## src/rtl/wb_select_stage.sv

```systemverilog
// Writeback stage: selects one of NSRC results or an extracted data-memory load
// and drives the register-file write port, waiting for late load data.
module wb_select_stage #(
    parameter int DATA_W   = 32,
    parameter int NSRC     = 3,
    parameter int SEL_W    = 2,
    parameter int DMEM_IDX = 1,
    parameter int ADDR_W   = 5,
    parameter int OFF_W    = $clog2(DATA_W / 8)
) (
    input  logic                   clk,
    input  logic                   rst,
    input  logic                   in_valid,
    output logic                   in_ready,
    input  logic [SEL_W-1:0]       in_sel,
    input  logic [NSRC*DATA_W-1:0] in_src,
    input  logic                   in_wen,
    input  logic [ADDR_W-1:0]      in_waddr,
    input  logic [2:0]             in_load_mode,
    input  logic [OFF_W-1:0]       in_byte_off,
    input  logic                   dmem_rvalid,
    input  logic [DATA_W-1:0]      dmem_rdata,
    input  logic                   flush,
    output logic                   rf_we,
    output logic [ADDR_W-1:0]      rf_waddr,
    output logic [DATA_W-1:0]      rf_wdata
);

    typedef enum logic [0:0] {
        IDLE     = 1'b0,
        WAIT_MEM = 1'b1
    } state_t;

    localparam logic [SEL_W-1:0] DMEM_SEL = DMEM_IDX[SEL_W-1:0];
    localparam logic [SEL_W:0]   NSRC_LIM = NSRC[SEL_W:0];

    state_t              state_r;
    logic [ADDR_W-1:0]   wait_waddr_r;
    logic                wait_wen_r;
    logic [2:0]          wait_mode_r;
    logic [OFF_W-1:0]    wait_off_r;

    logic                accept_s;
    logic                is_load_s;
    logic                sel_ok_s;
    logic [DATA_W-1:0]   src_mux_s;

    // Pull the addressed byte or halfword out of an aligned word and extend it.
    function automatic logic [DATA_W-1:0] extract(
        input logic [DATA_W-1:0] rdata,
        input logic [2:0]        mode,
        input logic [OFF_W-1:0]  off
    );
        logic [OFF_W-1:0]  hoff;
        logic [DATA_W-1:0] bsh;
        logic [DATA_W-1:0] hsh;
        logic [DATA_W-1:0] res;
        hoff    = off;
        hoff[0] = 1'b0;
        bsh     = rdata >> {off, 3'b000};
        hsh     = rdata >> {hoff, 3'b000};
        case (mode)
            3'b001:  res = {{(DATA_W-8){bsh[7]}}, bsh[7:0]};
            3'b010:  res = {{(DATA_W-8){1'b0}}, bsh[7:0]};
            3'b011:  res = {{(DATA_W-16){hsh[15]}}, hsh[15:0]};
            3'b100:  res = {{(DATA_W-16){1'b0}}, hsh[15:0]};
            default: res = rdata;
        endcase
        return res;
    endfunction

    assign in_ready  = (state_r == IDLE) && !flush;
    assign accept_s  = in_valid && in_ready;
    assign is_load_s = (in_sel == DMEM_SEL);
    assign sel_ok_s  = ({1'b0, in_sel} < NSRC_LIM);

    // Source mux over the legal slots; an out-of-range select yields zero but is never written.
    always_comb begin
        src_mux_s = '0;
        for (int k = 0; k < NSRC; k++) begin
            src_mux_s = (in_sel == SEL_W'(k)) ? in_src[k*DATA_W +: DATA_W] : src_mux_s;
        end
    end

    // Writeback FSM: immediate writes from IDLE, deferred load completion from WAIT_MEM.
    always_ff @(posedge clk or posedge rst) begin
        if (rst) begin
            state_r      <= IDLE;
            rf_we        <= 1'b0;
            rf_waddr     <= '0;
            rf_wdata     <= '0;
            wait_waddr_r <= '0;
            wait_wen_r   <= 1'b0;
            wait_mode_r  <= 3'b000;
            wait_off_r   <= '0;
        end else begin
            rf_we <= 1'b0;
            case (state_r)
                IDLE: begin
                    if (accept_s) begin
                        if (is_load_s) begin
                            if (dmem_rvalid) begin
                                rf_wdata <= extract(dmem_rdata, in_load_mode, in_byte_off);
                                rf_waddr <= in_waddr;
                                rf_we    <= in_wen && (in_waddr != '0);
                            end else begin
                                wait_waddr_r <= in_waddr;
                                wait_wen_r   <= in_wen;
                                wait_mode_r  <= in_load_mode;
                                wait_off_r   <= in_byte_off;
                                state_r      <= WAIT_MEM;
                            end
                        end else if (sel_ok_s) begin
                            rf_wdata <= src_mux_s;
                            rf_waddr <= in_waddr;
                            rf_we    <= in_wen && (in_waddr != '0);
                        end
                    end
                end
                WAIT_MEM: begin
                    // Flush wins over a same-cycle rvalid and drops the pending load.
                    if (flush) begin
                        state_r      <= IDLE;
                        wait_waddr_r <= '0;
                        wait_wen_r   <= 1'b0;
                        wait_mode_r  <= 3'b000;
                        wait_off_r   <= '0;
                    end else if (dmem_rvalid) begin
                        rf_wdata <= extract(dmem_rdata, wait_mode_r, wait_off_r);
                        rf_waddr <= wait_waddr_r;
                        rf_we    <= wait_wen_r && (wait_waddr_r != '0);
                        state_r  <= IDLE;
                    end
                end
                default: state_r <= IDLE;
            endcase
        end
    end

endmodule

```

## config.mk

```make
export PLATFORM = sky130hd
export DESIGN_NAME = wb_select_stage
export DESIGN_NICKNAME = d
export VERILOG_FILES = /design/src/rtl/wb_select_stage.sv
export SDC_FILE = /design/constraint.sdc
export NUM_CORES = 1
export LEC_CHECK = 0
export CAP_MARGIN = 15
export CORE_MARGIN = 2
export CORE_UTILIZATION = 47
export DETAILED_ROUTE_END_ITERATION = 6
export GPL_TIMING_DRIVEN = 0
export PLACE_DENSITY = 0.87
export SLEW_MARGIN = 10
export SYNTH_ARGS = -nofsm -noshare
export SYNTH_HDL_FRONTEND = slang
export SYNTH_SLANG_ARGS = --single-unit
```

## constraint.sdc

```tcl
create_clock -name clk -period 4 [get_ports clk]
set_input_delay 0.6 -clock clk [delete_from_list [all_inputs] [get_ports clk]]
set_output_delay 0.6 -clock clk [all_outputs]
set_load 0.05 [all_outputs]
```

## Word level (Yosys, flattened, before mapping)

Index checks and enable logic that the tools add are counted.

| storage, ports and cells | value |
|---|---|
| register bits | 50 |
| bits in latches | 0 |
| memory bits (writable) | 0 |
| bits in read-only memories | 0 |
| input bits | 146 |
| memories | 0 |

| cells by class | value |
|---|---|
| add/subtract/negate cells | 0 |
| $mul | 0 |
| div/mod/pow operators | 0 |
| $lt $le $gt $ge | 1 |
| eq/ne operators | 18 |
| shift operators | 4 |
| mux-type cells | 50 |
| bitwise operators | 1 |
| reductions and logical operators | 10 |

Operator list:

| operator | count |
|---|---|
| $mux 32 | 8 |
| $pmux 32 s4 | 2 |
| $pmux 32 s2 | 1 |
| $shr 32x5->16 | 2 |
| $shr 32x5->8 | 2 |
| $mux 5 | 10 |
| $pmux 5 s2 | 2 |
| $mux 1 | 14 |
| $eq 3x2->1 const B | 4 |
| $mux 3 | 4 |
| $ne 2x2->1 const B | 6 |
| $reduce_bool 5->1 | 2 |
| $mux 2 | 4 |
| $eq 3x1->1 const B | 2 |
| $eq 3x3->1 const B | 2 |
| $ne 3x3->1 const B | 2 |
| $pmux 1 s2 | 3 |
| $pmux 3 s2 | 1 |
| $reduce_and 5->1 | 1 |
| $logic_and 1x1->1 | 4 |
| $pmux 2 s2 | 1 |
| $reduce_and 4->1 | 1 |
| $eq 2x1->1 const B | 1 |
| $eq 2x2->1 const B | 1 |
| other kinds (4) | 4 |

## Depth between registers and ports, before layout

Gate-level depths: netlist (run 1).

| logic depth | value |
|---|---|
| depth after elaboration | 7 |
| mapped depth | 8 |

## Worst setup path before layout (run 1)

Ideal clock, no wire load.

| timing path | value |
|---|---|
| path type | register -> output |
| start | reg state_r |
| end | out in_ready |
| data arrival time | 1337 ps |
| required time | 3400 ps |
| slack | 2063 ps |
| stages on the path, launching flop included | 3 |
| buffers on the path | 1 |
| cells stage by stage | dfrtp_1 buf_1 nor2_1 |

| between the ends | value |
|---|---|
| longest elaborated chain between the ends | 2 |

Ends and longest elaborated chain:

| item | line | RTL |
|---|---|---|
| start, declared | 37 | `state_t state_r;` |
| start signal, assigned | 88 | `state_r <= IDLE;` |
| start signal, assigned | 111 | `state_r <= WAIT_MEM;` |
| start signal, assigned | 123 | `state_r <= IDLE;` |
| $not 1->1 | n/a |  |
| $logic_and 1x1->1 | 72 | `assign in_ready = (state_r == IDLE) && !flush;` |
| end, declared | 14 | `output logic in_ready,` |

No other way between the ends.

## Final worst setup path (run 1)

Same ends and word-level chain as after synthesis.

==> flow_summary_export.csv, run 1 <==
group,metric,value,unit
setup_path,endpoint,"in_ready",
detailed_routing,drcViolationCount,0,
hold_path,worstHoldPathType,"reg2reg",
sta,report.final.hold_viol_count,0,
yosys,synth_top_family_by_area,"compound AO/OA/AOI/OAI gates",
yosys,synthArstFlopShare,100,%
setup_path,worstPathArrival,2050,ps
setup_path,critPathKind,"reg2out",
final_layout,multi_input_area,2730,um^2
yosys,synth_area,4260,um^2
setup_path,r2r_cells,6,
sta,slew_headroom,37.8,%
yosys,synthesis.nets,656,
yosys,synth-warning-count,0,
clock_network,clk_latency,320,ps
sta,fin_skew,6.35,ps
final_layout,design_area,5990,um^2
outcome,status,"finished, final reports clean",
yosys,yosysSeqAreaShare,29.4,%
setup_path,worstSetupStartpointType,"flip-flop",
floorplan,dieArea,9840,um^2
yosys,synth_ff_type,"dfrtp_1",
final_layout,nNetsFinal,813,
clock_network,cts_buffers,5,
grt,grt_pass1_vias,4932,
yosys,synthAdderAreaFrac,0,%
clock_network,post_cts_buffers,0,
yosys,synth.distinct_cells,63,
floorplan,row_count,34,
detailed_routing,first_pass_iters,5,
grt,grt-ovfl-total,0,
flow_run,maxCapViolations,0,
setup_path,cp_max_fo,10,
clock_network,postCtsHoldBufs,0,
floorplan,start_util,48.6,%
floorplan,chipHeight,99.2,um
placement,dpl_worst_slack,1190,ps
power_and_ir_drop,power_density,359,nW/um^2
sta,finalMaxSlewViolations,0,
grt,grt_max_degree,28,
grt,groute.usage.overall,33.3,%
setup_path,crit_chain,"buf_1 > nor2_1 > clkdlybuf4s50_1",
clock_network,clock_path_buffers,2,
yosys,synth-compound-area-share,31.6,%
detailed_routing,routedWlPerCell,21.7,um
yosys,ys_ff_latch,50,
final_layout,fill_cells,759,
detailed_routing,drt_iter0_drc,341,
yosys,synthXorXnorAreaFrac,1.17,%
yosys,synthCells,510,
detailed_routing,via_count,4955,
clock_network,tritoncts,"yes",
placement,numPortBuffers,149,
power_and_ir_drop,p_total,2.15,mW
sta,setup_violations,0,
power_and_ir_drop,leakage,2.41,nW
clock_network,cts.sinks,50,
setup_path,rr_endpoint,"rf_wdata[9]",
final_layout,drive_gt1_share,10.0,%
detailed_routing,viasPerCell,6.39,
yosys,syn_avg_cell_area,8.35,um^2
grt,grt_first_pass_wirelength,25800,um
clock_network,htree_levels,2,
placement,placed_cell_area,5910,um^2
sta,rsz0062_at_grt,"false",
detailed_routing,drtAntennaViolNets,0,
sta,period_share,66.3,%
yosys,synth_edf_count,0,
setup_path,cp.required,3400,ps
placement,hpwlAfterDp,13000,um
final_layout,seq_area,1250,um^2
clock_network,cts-root-buf,"clkbuf_8",
setup_path,crit_slowest_cell,"clkdlybuf4s50_1",
setup_path,startpoint,"state_r",
clock_network,cts.clk_slew.worst_paths,100,ps
setup_path,cp-end-kind,"output port",
sta,setup_tns,0,ps
yosys,synth.mux.area_fraction,14.4,%
sta,timing.final.ws_setup,1350,ps
setup_path,slowest_delay,720,ps
final_layout,n_antenna_cell,0,
yosys,synthSimpleGateAreaFrac,16.9,%
final_layout,syn2layout_area_growth,40.6,%
floorplan,core,8760,um^2
power_and_ir_drop,vdd_ir_drop_max,0.000215,V
sta,fin_crit,2650,ps
placement,place_congestion,0.961,
floorplan,io_pins,185,
clock_network,post_cts_resized,0,
sta,worst_pin_slew,929,ps
detailed_routing,routed_wl,16800,um
grt,antenna_found_initial,0,
floorplan,die_w,99.2,um
setup_path,r2r_slack,1900,ps
sta,max_freq,377,MHz
sta,timing.hold.ws,523,ps
setup_path,reg2reg_from,"wait_mode_r[1]",
-- per-layer routing --
| metal | part of all wire, % | global-route usage, % | vias up |
|---|---|---|---|
| li1 | - | - | 2231 |
| met1 | 38 | 40.8 | 2357 |
| met2 | 48 | 57.0 | 331 |
| met3 | 11 | 8.15 | 36 |
| met4 | 2.5 | 11.9 | 0 |
| met5 | 0 | 0 | - |
-- how the worst min path moves through the flow --
stage / from / to / depth (start not counted)
final: wait_wen_r / wait_wen_r / 2
after global routing: rf_waddr[3] / rf_waddr[3] / 2
after CTS: wait_wen_r / wait_wen_r / 2
after detailed placement: wait_wen_r / wait_wen_r / 2
after global placement: wait_wen_r / wait_wen_r / 2
after floorplan: wait_wen_r / wait_wen_r / 2
-- where the power goes --
group | total (mW) | switching (mW) | leakage, nW | internal (mW)
clock network | 0.313 | 0.193 | 0.0362 | 0.120
logic | 1.17 | 0.712 | 1.78 | 0.456
registers | 0.670 | 0.0661 | 0.590 | 0.604
total | 2.15 | 0.971 | 2.41 | 1.18
-- final cells by class --
cell class	instances	area share [%]
clock inverter	2	0.251
multi-input combinational	407	45.6
tap	108	2.26
inverter	14	0.877
timing repair buffer	150	25.2
sequential	50	20.9
clock buffer	5	1.15
buffer	39	3.78
-- Yosys cell counts (3+ instances only) --
library cell	n	area, um^2
a21oi_1	67	335
nor2_1	56	210
dfrtp_1	50	1250
mux2i_1	42	420
nand2_1	41	154
o21ai_0	23	115
o22ai_1	17	106
nand3_1	16	80.1
clkbuf_1	15	56.3
a211oi_1	13	97.6
inv_1	13	48.8
a221oi_1	12	105
buf_2	10	50.1
a211oi_2	9	113
mux2_2	9	101
o21ai_1	9	45.0
a22o_1	8	70.1
and3_1	6	37.5
buf_4	6	45.0
buf_6	6	67.6
nand2b_1	6	37.5
nor2b_1	6	37.5
o221ai_1	5	43.8
a21o_1	4	30.0
o32ai_1	4	35.0
a22oi_1	3	22.5
a311oi_1	3	26.3
mux4_2	3	67.6
o211ai_1	3	22.5
o21bai_1	3	22.5
-- logic make-up after synthesis --
| group | after synthesis |
|---|---|
| compound gates | 196 |
| xor+xnor | 4 |
| buf+inv | 53 |
| flops | 50 |
| mux | 55 |
| simple gates | 152 |
-- worst max-delay path, delay by kind of cell (launching register included) --
kind	cells	cell delay (ps)
buffers and inverters	2	1190
DFF	1	440
and+or+nand+nor	1	110
-- metrics by stage --
stage                     utilization [%]  cells
after detailed placement             67.4    768
after global placement               67.2    767
after global routing                 68.4    775
final                                68.4    775
after floorplan                         -    510
after CTS                            68.4    775
-- state kept, by name, indices dropped and copies added, names as in the netlist --
| signal | flops |
|---|---|
| rf_wdata | 32 |
| rf_waddr | 5 |
| wait_waddr_r | 5 |
| wait_mode_r | 3 |
| wait_off_r | 2 |
| rf_we | 1 |
| state_r | 1 |
| wait_wen_r | 1 |
-- cell usage in the layout (no fill, tap or decap), types with 3 or more instances in the layout --
cell	n
a211oi_1	13
a211oi_2	9
a21o_1	4
a21oi_1	67
a221oi_1	12
a22o_1	8
a22oi_1	3
a311oi_1	3
and3_1	6
buf_2	10
buf_4	6
buf_6	6
clkbuf_1	15
clkbuf_8	5
clkdlybuf4s50_1	149
dfrtp_1	50
inv_1	12
mux2_2	9
mux2i_1	42
mux4_2	3
nand2_1	41
nand2b_1	6
nand3_1	16
nor2_1	56
nor2b_1	6
o211ai_1	3
o21ai_0	23
o21ai_1	9
o21bai_1	3
o221ai_1	5
o22ai_1	17
o32ai_1	4
Note: power is estimated with default switching activity, not from simulation.
==> run 2: changes to the inputs <==
- CORE_UTILIZATION: 47 -> 43
- PLACE_DENSITY: 0.87 -> 0.8
- clock period: 4 -> 2.45 ns (I/O delays scaled with it)
==> run 2 against run 1 <==
Sequential cell count unchanged; largest cell class unchanged; via count decreased by 0.99%; clock power increased by 61%; cell count increased by 3.4%; first-iteration DRC count increased by 28%; clock skew decreased by 1.2 ps; utilization decreased by 6.1 points; combinational power increased by 62%; critical path depth increased by 3.
==> flow_summary_export.csv, run 2 (synthesized netlist as in run 1, its figures left out) <==
group,metric,value,unit
setup_path,crit_chain,"clkdlybuf4s50_1 > o21ai_0 > a21oi_2 > clkbuf_1 > nor2_1 > a221oi_1",
grt,antenna_found_initial,0,
clock_network,tritoncts,"yes",
sta,setup_violations,0,
sta,rsz0062_at_grt,"false",
setup_path,worstSetupStartpointType,"input port",
final_layout,regMostFlops,"rf_wdata",
clock_network,cts_buffers,5,
detailed_routing,first_pass_iters,6,
placement,place_congestion,0.943,
power_and_ir_drop,p_total,3.48,mW
power_and_ir_drop,leakage,2.42,nW
final_layout,syn2layout_area_growth,41.4,%
clock_network,htree_levels,2,
outcome,status,"finished, final reports clean",
floorplan,core,9680,um^2
grt,grt_max_degree,27,
power_and_ir_drop,vdd_ir_drop_max,0.000369,V
setup_path,critPathKind,"in2reg",
flow_run,maxCapViolations,0,
floorplan,chipHeight,104,um
sta,fin_crit,2330,ps
floorplan,start_util,44.0,%
setup_path,worstPathArrival,2540,ps
placement,placedCellCount,793,
placement,placed_cell_area,5940,um^2
sta,max_freq,430,MHz
placement,dpl_worst_slack,-186,ps
final_layout,final_cell_mix,"149 x clkdlybuf4s50_1, 67 x a21oi_1, 56 x nor2_1, 50 x dfrtp_1, 42 x mux2i_1",
final_layout,nNetsFinal,813,
detailed_routing,via_count,4906,
floorplan,die_w,104,um
setup_path,slowest_delay,590,ps
detailed_routing,drcViolationCount,0,
sta,worst_pin_slew,825,ps
clock_network,cts.clk_slew.worst_paths,100,ps
sta,report.final.hold_viol_count,0,
grt,grt_pass1_vias,4904,
setup_path,cp.required,2660,ps
setup_path,r2r_slack,320,ps
final_layout,fin_cells,801,
setup_path,cp_max_fo,10,
clock_network,clock_path_buffers,2,
setup_path,cp-end-kind,"flip-flop",
grt,grt_first_pass_wirelength,25700,um
floorplan,row_count,36,
detailed_routing,drtAntennaViolNets,0,
floorplan,dieArea,10700,um^2
final_layout,largest_reg_flops,32,
placement,numPortBuffers,149,
hold_path,worstHoldPathType,"in2reg",
clock_network,postCtsHoldBufs,0,
sta,timing.final.ws_setup,124,ps
final_layout,layout_commonest_cell,"clkdlybuf4s50_1",
sta,finalMaxSlewViolations,0,
clock_network,clk_latency,310,ps
detailed_routing,viasPerCell,6.12,
clock_network,cts.sinks,50,
sta,slew_headroom,44.7,%
setup_path,cp_top_family,"buffers and inverters",
detailed_routing,drt_iter0_drc,437,
power_and_ir_drop,power_density,578,nW/um^2
final_layout,drive_gt1_share,10.2,%
setup_path,crit_buf_inv,2,
final_layout,n_antenna_cell,0,
detailed_routing,routed_wl,16100,um
final_layout,design_area,6030,um^2
clock_network,cts-root-buf,"clkbuf_8",
final_layout,reg.largest.list,"rf_wdata x32, rf_waddr x5, wait_waddr_r x5",
grt,grt-ovfl-total,0,
grt,groute.usage.overall,29.6,%
sta,period_share,94.9,%
detailed_routing,routedWlPerCell,20.1,um
placement,hpwlAfterDp,12500,um
floorplan,io_pins,185,
clock_network,post_cts_buffers,0,
setup_path,crit_slowest_cell,"clkdlybuf4s50_1",
sta,fin_skew,5.10,ps
run 2: where the power goes:
group	internal, mW	leakage (nW)	switching (mW)
Sequential	0.985	0.590	0.108
Clock	0.203	0.0452	0.301
Combinational	0.745	1.79	1.14
Total	1.93	2.42	1.55
run 2: through the flow:
| step | setup TNS [ps] | hold slack, ps | util [%] |
|---|---|---|---|
| after global placement | -8370 | 483 | 61.1 |
| after detailed placement | -1570 | 493 | 61.3 |
| after global routing | 0 | 411 | 62.2 |
| after floorplan | 0 | 467 | - |
| final | 0 | 391 | 62.2 |
| after CTS | 0 | 381 | 62.2 |
run 2: what timing repair did:
action                                  4_1_cts  5_1_grt
hold endpoints to repair                      0        0
gates resized for setup                       0        1
endpoints found under the setup margin        0        1
run 2: worst register-to-register path: stages (launching register included):
cell and delay, ps:
dfrtp_1 440, nor2_1 130, nand2_1 80, a21oi_2 480, clkbuf_1 530, nor2_1 130, a221oi_1 250
run 2: layer usage:
layer / routed length [um] / vias to the layer above / GRT usage, %
li1: - / 2229 / -
met2: 7490 / 286 / 49.4
met3: 1460 / 50 / 6.29
met1: 6500 / 2341 / 37.1
met4: 637 / 0 / 12.4
met5: 0 / - / 0
run 2: final cells by class:
type | count | area [um^2]
well taps | 133 | 166
plain buffers | 39 | 228
clock buffers | 6 | 72.6
flip-flops and latches | 50 | 1250
clock inverters | 2 | 13.8
multi-input cells | 407 | 2730
repair buffers | 150 | 1510
inverters | 14 | 52.6
fillers | 881 | 3660
run 2: final timing paths:
path | from | to | cells after the start
worst min register to register | wait_wen_r | wait_wen_r | 2
min in group asynchronous | rst | rf_wdata[12] | 2
worst max register to register | state_r | rf_wdata[0] | 6
worst min-delay path | in_load_mode[0] | wait_mode_r[0] | 3
max in group asynchronous | rst | rf_wdata[0] | 3
worst max-delay path | dmem_rvalid | rf_wdata[0] | 6
==> run 3: changes to the inputs <==
- CORE_ASPECT_RATIO: unset -> 1.5
- CORE_MARGIN: 2 -> 4
- GPL_ROUTABILITY_DRIVEN: unset -> 0
==> run 3 against run 2 <==
Non-clock buffer count unchanged; wire length increased by 2.6%; worst hold slack improved by 4.6 ps; critical endpoint is now rf_wdata[3]; fmax shrank 0.68%; critical path depth grew 1; global-route usage decreased by 1.8 points; count of clock-buffer cells in the layout unchanged; sequential cell count did not move; first-iteration DRC count up 20%; worst setup slack lost 16 ps; combinational power is essentially flat.
==> flow_summary_export.csv, run 3 (synthesized netlist as in run 1, its figures left out) <==
group,metric,value,unit
floorplan,die_w,89.3,um
detailed_routing,drcViolationCount,0,
sta,rsz0062_at_grt,"false",
final_layout,layout_commonest_cell,"clkdlybuf4s50_1",
grt,grt_first_pass_wirelength,25000,um
power_and_ir_drop,leakage,2.45,nW
final_layout,final_cell_mix,"149 x clkdlybuf4s50_1, 67 x a21oi_1, 56 x nor2_1, 50 x dfrtp_1, 42 x mux2i_1",
clock_network,cts.sinks,50,
sta,worst_pin_slew,925,ps
setup_path,crit_chain,"clkdlybuf4s50_1 > inv_1 > xnor2_1 > and2_1 > buf_2 > a221oi_1 > a221oi_1",
grt,grt_pass1_vias,5071,
sta,slew_headroom,38.1,%
clock_network,tritoncts,"yes",
detailed_routing,first_pass_iters,5,
final_layout,n_antenna_cell,0,
power_and_ir_drop,power.share.sequential,29.5,%
floorplan,chipHeight,130,um
grt,groute.usage.overall,27.8,%
detailed_routing,drt_iter0_drc,526,
final_layout,drive_gt1_share,10.2,%
clock_network,clock_path_buffers,2,
clock_network,cts.clk_slew.worst_paths,70,ps
sta,report.final.hold_viol_count,0,
clock_network,cts-root-buf,"clkbuf_16",
power_and_ir_drop,p_sw,1.59,mW
floorplan,start_util,44.0,%
clock_network,htree_levels,2,
final_layout,syn2layout_area_growth,42.2,%
final_layout,regMostFlops,"rf_wdata",
power_and_ir_drop,power_density,612,nW/um^2
floorplan,core,9690,um^2
placement,placedCellCount,775,
detailed_routing,viasPerCell,6.40,
flow_run,maxCapViolations,0,
outcome,status,"finished, final reports clean",
setup_path,crit_buf_inv,3,
power_and_ir_drop,internal_power,2.11,mW
sta,period_share,95.6,%
power_and_ir_drop,swShare,43.0,%
final_layout,largest_reg_flops,32,
sta,finalMaxSlewViolations,0,
final_layout,fill_cells,851,
setup_path,cp-end-kind,"flip-flop",
placement,hpwlAfterDp,12900,um
clock_network,clk_latency,300,ps
power_and_ir_drop,combPwrFrac,51.3,%
sta,setup_violations,0,
setup_path,cp_top_family,"buffers and inverters",
grt,grt_max_degree,28,
power_and_ir_drop,vdd_ir_drop_max,0.000352,V
power_and_ir_drop,p_clk_share,19.2,%
clock_network,postCtsHoldBufs,0,
sta,fin_skew,6.27,ps
sta,fin_crit,2340,ps
clock_network,post_cts_buffers,0,
grt,antenna_found_initial,0,
detailed_routing,routed_wl,16500,um
sta,max_freq,427,MHz
setup_path,crit_slowest_cell,"clkdlybuf4s50_1",
floorplan,io_pins,185,
hold_path,worstHoldPathType,"in2reg",
clock_network,cts_buffers,5,
final_layout,reg.largest.list,"rf_wdata x32, rf_waddr x5, wait_waddr_r x5",
setup_path,worstPathArrival,2520,ps
sta,timing.hold.ws,395,ps
floorplan,row_count,44,
final_layout,nNetsFinal,813,
detailed_routing,via_count,5008,
setup_path,slowest_delay,570,ps
setup_path,crit_top_cell,"a221oi_1",
floorplan,dieArea,11600,um^2
setup_path,critPathKind,"in2reg",
clock_network,post_cts_resized,0,
detailed_routing,routedWlPerCell,21.1,um
setup_path,cp.required,2620,ps
setup_path,cp_max_fo,10,
setup_path,worstSetupStartpointType,"input port",
detailed_routing,drtAntennaViolNets,0,
final_layout,fin_cells,783,
grt,grt-ovfl-total,0,
placement,numPortBuffers,149,
run 3: power groups by stage:
stage	registers [mW]	clock network [mW]	logic, mW
finish	1.09	0.712	1.90
global placement	1.10	0	1.84
global route	1.11	0.751	2.00
CTS	1.09	0.714	1.88
floorplan	1.54	0	0.728
detailed placement	1.11	0	1.88
run 3: cell type report:
class | count | area [um^2] | area share [%]
well taps | 115 | 144 | 2.37
multi-input cells | 407 | 2730 | 45.1
flip-flops and latches | 50 | 1250 | 20.6
clock buffers | 6 | 129 | 2.13
plain buffers | 39 | 228 | 3.76
clock inverters | 2 | 13.8 | 0.227
repair buffers | 150 | 1510 | 24.9
inverters | 14 | 52.6 | 0.867
run 3: per-layer routing:
metal	track usage [%]	part of all wire, %	vias to the layer above
met1	29.4	33	2380
met5	0	0	-
met4	16.4	5.6	0
li1	-	-	2229
met3	4.36	8.1	70
met2	50.4	53	329
run 3: path summary, 6_finish.rpt:
check                           startpoint        endpoint  slack [ps]  depth (start not counted)
setup reg to reg            wait_mode_r[1]    rf_wdata[12]         370                          6
setup / recovery           in_load_mode[2]     rf_wdata[3]         110                          7
min in group asynchronous              rst     rf_waddr[1]         450                          2
hold / removal             in_load_mode[0]  wait_mode_r[0]         400                          3
max in group asynchronous              rst    rf_wdata[11]        1450                          3
hold reg to reg                 wait_wen_r      wait_wen_r         520                          2
run 3: through the flow:
step / utilization, % / worst slack [ps] / TNS (ps) / power, mW / area, um^2
final: 62.5 / 108 / 0 / 3.71 / 6060
after global routing: 62.5 / 32.0 / 0 / 3.86 / 6060
after CTS: 62.5 / 83.0 / 0 / 3.69 / 6060
after detailed placement: 61.1 / -129 / -385 / 2.98 / 5920
after global placement: 60.8 / -192 / -9470 / 2.94 / 5900
after floorplan: - / 746 / 0 / 2.27 / 4260
run 3: tightest hold or removal path, cell delays in order:
cell and delay, ps:
buf_4 150, inv_2 70, o21ai_1 60
